[src/rtl/pc_fetch_if.sv]
// Fetch-stage bundle: redirect input, instruction-memory request/response, decode handshake.
// if_misalign exists only when PC_FETCH_MISALIGN_TRAP_EN is defined.
interface pc_fetch_if;
  logic        redirect_valid;
  logic [31:0] redirect_pc;
  logic        imem_req;
  logic [31:0] imem_addr;
  logic        imem_gnt;
  logic        imem_rvalid;
  logic [31:0] imem_rdata;
  logic        if_valid;
  logic        if_ready;
  logic [31:0] if_pc;
  logic [31:0] if_inst;
`ifdef PC_FETCH_MISALIGN_TRAP_EN
  logic        if_misalign;
`endif

  modport master (
    input  redirect_valid, redirect_pc,
    output imem_req, imem_addr,
    input  imem_gnt, imem_rvalid, imem_rdata,
    output if_valid, if_pc, if_inst,
`ifdef PC_FETCH_MISALIGN_TRAP_EN
    output if_misalign,
`endif
    input  if_ready
  );

  modport slave (
    output redirect_valid, redirect_pc,
    input  imem_req, imem_addr,
    output imem_gnt, imem_rvalid, imem_rdata,
    input  if_valid, if_pc, if_inst,
`ifdef PC_FETCH_MISALIGN_TRAP_EN
    input  if_misalign,
`endif
    output if_ready
  );
endinterface

[src/rtl/pc_fetch.sv]
// PC fetch: one outstanding imem request, 3 cycles/instruction at 1-cycle memory latency; HOLD stalls on if_ready=0.
// Redirect wins every cycle; PC_FETCH_MISALIGN_TRAP_EN adds a TRAP state for misaligned redirect targets.
module pc_fetch #(
  parameter logic [31:0] RESET_PC = 32'h0000_0000
) (
  input  logic       clk,
  input  logic       rst_n,
  pc_fetch_if.master bus
);

`ifdef PC_FETCH_MISALIGN_TRAP_EN
  typedef enum logic [2:0] {S_REQ, S_WAIT, S_HOLD, S_DROP, S_TRAP} state_t;
`else
  typedef enum logic [1:0] {S_REQ, S_WAIT, S_HOLD, S_DROP} state_t;
`endif

  state_t      state_q, state_d;
  logic [31:0] fetch_pc_q, fetch_pc_d;
  logic [31:0] if_pc_q, if_pc_d;
  logic [31:0] if_inst_q, if_inst_d;
  logic [31:0] rpc;

`ifdef PC_FETCH_MISALIGN_TRAP_EN
  logic misalign_q, misalign_d;
  logic pending_q, pending_d;
  logic redir_bad;
  logic outst;

  assign rpc       = bus.redirect_pc;
  assign redir_bad = bus.redirect_valid & (|bus.redirect_pc[1:0]);
  // A request is still in flight after this cycle; a response must be swallowed later.
  assign outst = ((state_q == S_REQ)  &&  bus.imem_gnt)    ||
                 ((state_q == S_WAIT) && !bus.imem_rvalid) ||
                 ((state_q == S_DROP) && !bus.imem_rvalid) ||
                 ((state_q == S_TRAP) && pending_q && !bus.imem_rvalid);
`else
  assign rpc = bus.redirect_pc & 32'hFFFF_FFFC;
`endif

  always_comb begin
    state_d    = state_q;
    fetch_pc_d = fetch_pc_q;
    if_pc_d    = if_pc_q;
    if_inst_d  = if_inst_q;
`ifdef PC_FETCH_MISALIGN_TRAP_EN
    misalign_d = misalign_q;
    pending_d  = outst;
`endif
    case (state_q)
      S_REQ: begin
        if (bus.redirect_valid) begin
          fetch_pc_d = rpc;
          state_d    = bus.imem_gnt ? S_DROP : S_REQ;
        end else if (bus.imem_gnt) begin
          state_d = S_WAIT;
        end
      end
      S_WAIT: begin
        if (bus.redirect_valid) begin
          fetch_pc_d = rpc;
          state_d    = bus.imem_rvalid ? S_REQ : S_DROP;
        end else if (bus.imem_rvalid) begin
          if_inst_d = bus.imem_rdata;
          if_pc_d   = fetch_pc_q;
          state_d   = S_HOLD;
        end
      end
      S_HOLD: begin
        if (bus.redirect_valid) begin
          fetch_pc_d = rpc;
          state_d    = S_REQ;
        end else if (bus.if_ready) begin
          fetch_pc_d = if_pc_q + 32'd4;
          state_d    = S_REQ;
        end
      end
      S_DROP: begin
        // A redirect here only retargets; the stale response must still be consumed.
        if (bus.redirect_valid) fetch_pc_d = rpc;
        if (bus.imem_rvalid) state_d = S_REQ;
      end
`ifdef PC_FETCH_MISALIGN_TRAP_EN
      S_TRAP: begin
        if (bus.redirect_valid) begin
          misalign_d = 1'b0;
          fetch_pc_d = rpc;
          state_d    = outst ? S_DROP : S_REQ;
        end
      end
`endif
      default: state_d = S_REQ;
    endcase
`ifdef PC_FETCH_MISALIGN_TRAP_EN
    if (redir_bad) begin
      state_d    = S_TRAP;
      fetch_pc_d = fetch_pc_q;
      misalign_d = 1'b1;
    end
`endif
  end

  always_ff @(posedge clk) begin
    if (!rst_n) begin
      state_q    <= S_REQ;
      fetch_pc_q <= RESET_PC;
      if_pc_q    <= 32'h0000_0000;
      if_inst_q  <= 32'h0000_0013;
`ifdef PC_FETCH_MISALIGN_TRAP_EN
      misalign_q <= 1'b0;
      pending_q  <= 1'b0;
`endif
    end else begin
      state_q    <= state_d;
      fetch_pc_q <= fetch_pc_d;
      if_pc_q    <= if_pc_d;
      if_inst_q  <= if_inst_d;
`ifdef PC_FETCH_MISALIGN_TRAP_EN
      misalign_q <= misalign_d;
      pending_q  <= pending_d;
`endif
    end
  end

  // Gated by rst_n so nothing is requested or presented while reset is held.
  assign bus.imem_req  = rst_n && (state_q == S_REQ);
  assign bus.imem_addr = fetch_pc_q;
  assign bus.if_valid  = rst_n && (state_q == S_HOLD);
  assign bus.if_pc     = if_pc_q;
  assign bus.if_inst   = if_inst_q;
`ifdef PC_FETCH_MISALIGN_TRAP_EN
  assign bus.if_misalign = misalign_q;
`endif

endmodule

[src/flat_wrapper.sv]
// flat-port wrapper written by rule: the top's interface ports become plain ports
module pc_fetch_flat 
#(
  parameter logic [31:0] RESET_PC = 32'h0000_0000
)
  (clk, rst_n, bus_redirect_valid, bus_redirect_pc, bus_imem_req, bus_imem_addr, bus_imem_gnt, bus_imem_rvalid, bus_imem_rdata, bus_if_valid, bus_if_pc, bus_if_inst, bus_if_ready);
  pc_fetch_if bus_i ();
  input  logic clk;
  input  logic rst_n;
  input wire logic [$bits(bus_i.redirect_valid)-1:0] bus_redirect_valid;
  input wire logic [$bits(bus_i.redirect_pc)-1:0] bus_redirect_pc;
  output wire logic [$bits(bus_i.imem_req)-1:0] bus_imem_req;
  output wire logic [$bits(bus_i.imem_addr)-1:0] bus_imem_addr;
  input wire logic [$bits(bus_i.imem_gnt)-1:0] bus_imem_gnt;
  input wire logic [$bits(bus_i.imem_rvalid)-1:0] bus_imem_rvalid;
  input wire logic [$bits(bus_i.imem_rdata)-1:0] bus_imem_rdata;
  output wire logic [$bits(bus_i.if_valid)-1:0] bus_if_valid;
  output wire logic [$bits(bus_i.if_pc)-1:0] bus_if_pc;
  output wire logic [$bits(bus_i.if_inst)-1:0] bus_if_inst;
  input wire logic [$bits(bus_i.if_ready)-1:0] bus_if_ready;
  assign bus_i.redirect_valid = bus_redirect_valid;
  assign bus_i.redirect_pc = bus_redirect_pc;
  assign bus_imem_req = bus_i.imem_req;
  assign bus_imem_addr = bus_i.imem_addr;
  assign bus_i.imem_gnt = bus_imem_gnt;
  assign bus_i.imem_rvalid = bus_imem_rvalid;
  assign bus_i.imem_rdata = bus_imem_rdata;
  assign bus_if_valid = bus_i.if_valid;
  assign bus_if_pc = bus_i.if_pc;
  assign bus_if_inst = bus_i.if_inst;
  assign bus_i.if_ready = bus_if_ready;
  pc_fetch #(.RESET_PC(RESET_PC)) u_core (.clk(clk), .rst_n(rst_n), .bus(bus_i));
endmodule
[config.mk]
export PLATFORM = sky130hd
export DESIGN_NAME = pc_fetch_flat
export DESIGN_NICKNAME = d
export VERILOG_FILES = /design/src/rtl/pc_fetch_if.sv /design/src/rtl/pc_fetch.sv /design/src/flat_wrapper.sv
export SDC_FILE = /design/constraint.sdc
export NUM_CORES = 1
export LEC_CHECK = 0
export ABC_AREA = 1
export ABC_CLOCK_PERIOD_IN_PS = 1300
export CELL_PAD_IN_SITES_DETAIL_PLACEMENT = 0
export CELL_PAD_IN_SITES_GLOBAL_PLACEMENT = 1
export CORE_UTILIZATION = 28
export CTS_CLUSTER_DIAMETER = 80
export DETAILED_ROUTE_END_ITERATION = 10
export HOLD_SLACK_MARGIN = 0.08
export PLACE_DENSITY = 0.84
export SETUP_SLACK_MARGIN = 0.05
export SYNTH_ARGS = -nofsm -noshare
export SYNTH_HDL_FRONTEND = slang
export SYNTH_SLANG_ARGS = --single-unit
[constraint.sdc]
create_clock -name clk -period 1.3 [get_ports clk]
set_input_delay 0.13 -clock clk [delete_from_list [all_inputs] [get_ports clk]]
set_output_delay 0.13 -clock clk [all_outputs]
set_load 0.005 [all_outputs]
==> flow_summary.yaml <==
outcome:
  status: "finished, violations left"
  failed_checks: "negative setup slack"
routing:
  first_pass_iters: 5
  dr.first_iter.drc_count: 262
  wl_met3_mm: 1.52
  wl_met2_mm: 9.13
  viasPerCell: 4.70
  wirelength_mm: 18.6
  drt-met1-wl_mm: 7.54
  drtAntennaViolNets: 0
  wl_per_cell_um: 15.8
  drcViolationCount: 0
  vias: 5537
  topRoutingLayerUsed: "met4"
timing:
  finalSetupViolCount: 93
  period_needed_ns: 1.51
  timing.fmax_mhz: 661
  finalSetupTns_ns: -11.77
  tightest_slew_ns: 0.424
  final-hold-violation-count: 0
  slew_viol_final: 0
  postLayoutSetupSlackWorst_ns: -0.213
  finalClockSkew_ns: 0.00538
  relSlewSlack_pct: 71.8
  fin_crit_sh_pct: 116
  rsz0062_at_grt: "true"
finish:
  final_common_cell: "buf_4"
  layout_common_cells: "95 x buf_4, 87 x nand2_1, 84 x nor2_1, 80 x dlygate4sd2_1, 67 x clkdlybuf4s50_1"
  area_growth_pct: 95.2
  antenna_cells: 0
  fin_nets: 1028
  stdcell_area_sq_um: 8940
  layout-drive-gt1-share_pct: 41.2
yosys:
  yosysTopAreaCell: "dfxtp_1"
  postSynthRegisterBits: 98
  yosysTopAreaCellShare_pct: 42.8
  synth-warning-count: 0
  syn_nets: 741
  syn_area_sq_um: 4580
  yosysUniqueCellTypes: 30
  yosys-top-cells-area: "dfxtp_1 43%, o21ai_0 11%, nand2_1 11%, nor2_1 10%, a21oi_1 6.0%"
  yosysSeqAreaShare_pct: 42.8
  synth_area_per_cell_sq_um: 6.83
  syn_inst: 670
hold_path:
  min_path_cells: 4
  hold_class: "input pin to register"
grt:
  grt_use_total_pct: 21.8
  grt_pass1_vias: 5516
  grt_overflow: 0
  grt_max_degree: 65
  antenna_found_initial: 0
  grt_pass1_wl_mm: 28.0
worst_setup_path:
  path_max_fanout: 7
  critPathKind: "register to register"
  cp_slowest_stage_delay_ns: 0.34
  required_ns: 1.58
  crit_path_top_delay_cell: "dfxtp_2"
  ff2ff_path_depth: 9
  crit_arrival_ns: 1.79
  startpoint_type: "register"
  endpoint_kind: "register"
  crit_chain: "buf_6 -> nor2_4 -> nand2_2 -> nor2_4 -> buf_12 -> buf_8 -> clkbuf_16 -> o21ai_0 -> nor2_1"
  cp_common_cell: "nor2_4"
floorplanning:
  die_x_um: 130
  die_h_um: 130
  die_area_sq_um: 16900
  num_rows: 46
  start_util_pct: 28.7
  core_sq_um: 15900
  io_pins: 168
clocking:
  cts_tree: "yes"
  htreeDepth: 3
  clock_latency_ns: 0.35
  cts-buffers-inserted: 9
  clockRootBuffer: "clkbuf_16"
  cts_hold_buf: 0
  clock-sinks: 98
  cts_buffer_depth: 2
  clkSlewWorstSetupHoldPaths_ns: 0.07
power_and_ir_drop:
  ir_worst_vdd_v: 0.000733
  p_leak_nw: 4.01
  powerDensity_nw_per_um2: 997
flow_run:
  drv_cap: 0
place:
  placed_cell_area_sq_um: 7110
  dp_hpwl_mm: 11.6
  routabilityCongestion: 0.823
  portBuffers: 165
-- kinds of logic after synthesis --
family / Yosys count / share of synthesized area (%)
AOI/OAI and AO/OA: 166 / 18.5
xor gates and xnor gates: 7 / 1.34
buffers and inverters: 80 / 8.31
DFF: 98 / 42.8
and+or+nand+nor: 318 / 28.7
adders and majority gates: 1 / 0.273
-- Yosys cell counts --
| cell type | n |
|---|---|
| inv_2 | 6 |
| buf_6 | 8 |
| nand3b_1 | 2 |
| nor2_4 | 2 |
| a31oi_1 | 1 |
| xor2_1 | 6 |
| clkinv_1 | 1 |
| a21oi_1 | 55 |
| buf_4 | 3 |
| o21bai_1 | 1 |
| nor2_2 | 6 |
| or2_2 | 6 |
| nand4_1 | 2 |
| buf_2 | 7 |
| ha_1 | 1 |
| clkbuf_1 | 15 |
| nand2_2 | 3 |
| o221ai_1 | 3 |
| nor3_1 | 3 |
| o21ai_1 | 3 |
| nand2_1 | 130 |
| o22ai_1 | 2 |
| dfxtp_1 | 98 |
| inv_1 | 39 |
| xnor2_1 | 1 |
| nand3_1 | 37 |
| buf_1 | 1 |
| nand3_2 | 1 |
| o21ai_0 | 101 |
| nor2_1 | 126 |
-- cell type report --
| cell class | instances | area, sq um |
|---|---|---|
| flip-flops and latches | 98 | 2050 |
| repair inverters | 1 | 16.3 |
| inverters | 46 | 204 |
| multi-input cells | 492 | 2960 |
| clock inverters | 4 | 48.8 |
| fillers | 1477 | 7010 |
| repair buffers | 309 | 3120 |
| clock buffers | 12 | 267 |
| well taps | 216 | 270 |
-- worst max-delay path: cells and delay by family, from the launching register on --
family / cells / cell delay (ns)
DFF: 1 / 0.34
and+or+nand+nor: 4 / 0.44
AOI/OAI and AO/OA: 1 / 0.09
buffers and inverters: 4 / 0.56
-- metal layers --
metal  track usage [%]  up-vias
li1                  -     2762
met1              24.2     2555
met2              38.2      183
met3              8.24       37
met4              7.52        0
met5                 0        -
-- path summary, 6_finish.rpt --
path / from / end / slack (ns)
worst max-delay path: u_core.state_q[1] / u_core.bus.if_pc[10] / -0.21
worst min-delay path: rst_n / u_core.bus.if_pc[12] / 0.28
worst max register to register: u_core.state_q[1] / u_core.bus.if_pc[10] / -0.21
worst min register to register: u_core.bus.if_inst[4] / u_core.bus.if_inst[4] / 0.48
-- through the flow --
| stage | setup slack, ns | util, % | instances | total power [mW] | hold slack [ns] |
|---|---|---|---|---|---|
| global route | -0.288 | 56.1 | 1178 | 9.31 | 0.292 |
| finish | -0.213 | 56.1 | 1178 | 8.91 | 0.277 |
| global placement | -0.236 | 44.6 | 1107 | 5.51 | 0.438 |
| detailed placement | -0.250 | 44.6 | 1107 | 5.52 | 0.448 |
| floorplan | 0.0371 | - | 670 | 4.29 | 0.256 |
| CTS | -0.138 | 52.7 | 1164 | 8.68 | 0.260 |
-- state kept, by name, summed over array words and instances, names as in the netlist --
signal	flops
u_core.bus.if_inst	32
u_core.bus.if_pc	32
u_core.bus.imem_addr	32
u_core.state_q	2
-- where the power goes --
group          switching, mW  internal (mW)  leakage (nW)
logic                   1.13           1.38          3.02
clock network           1.21           1.65         0.159
registers              0.234           3.31         0.827
-- what timing repair did --
item,in CTS,in global routing
setup endpoints to repair,195,114
resized for setup,351,122
cloned,9,5
setup buffers,33,12
pin swaps,62,54
Note: power is estimated with default switching activity, not from simulation.
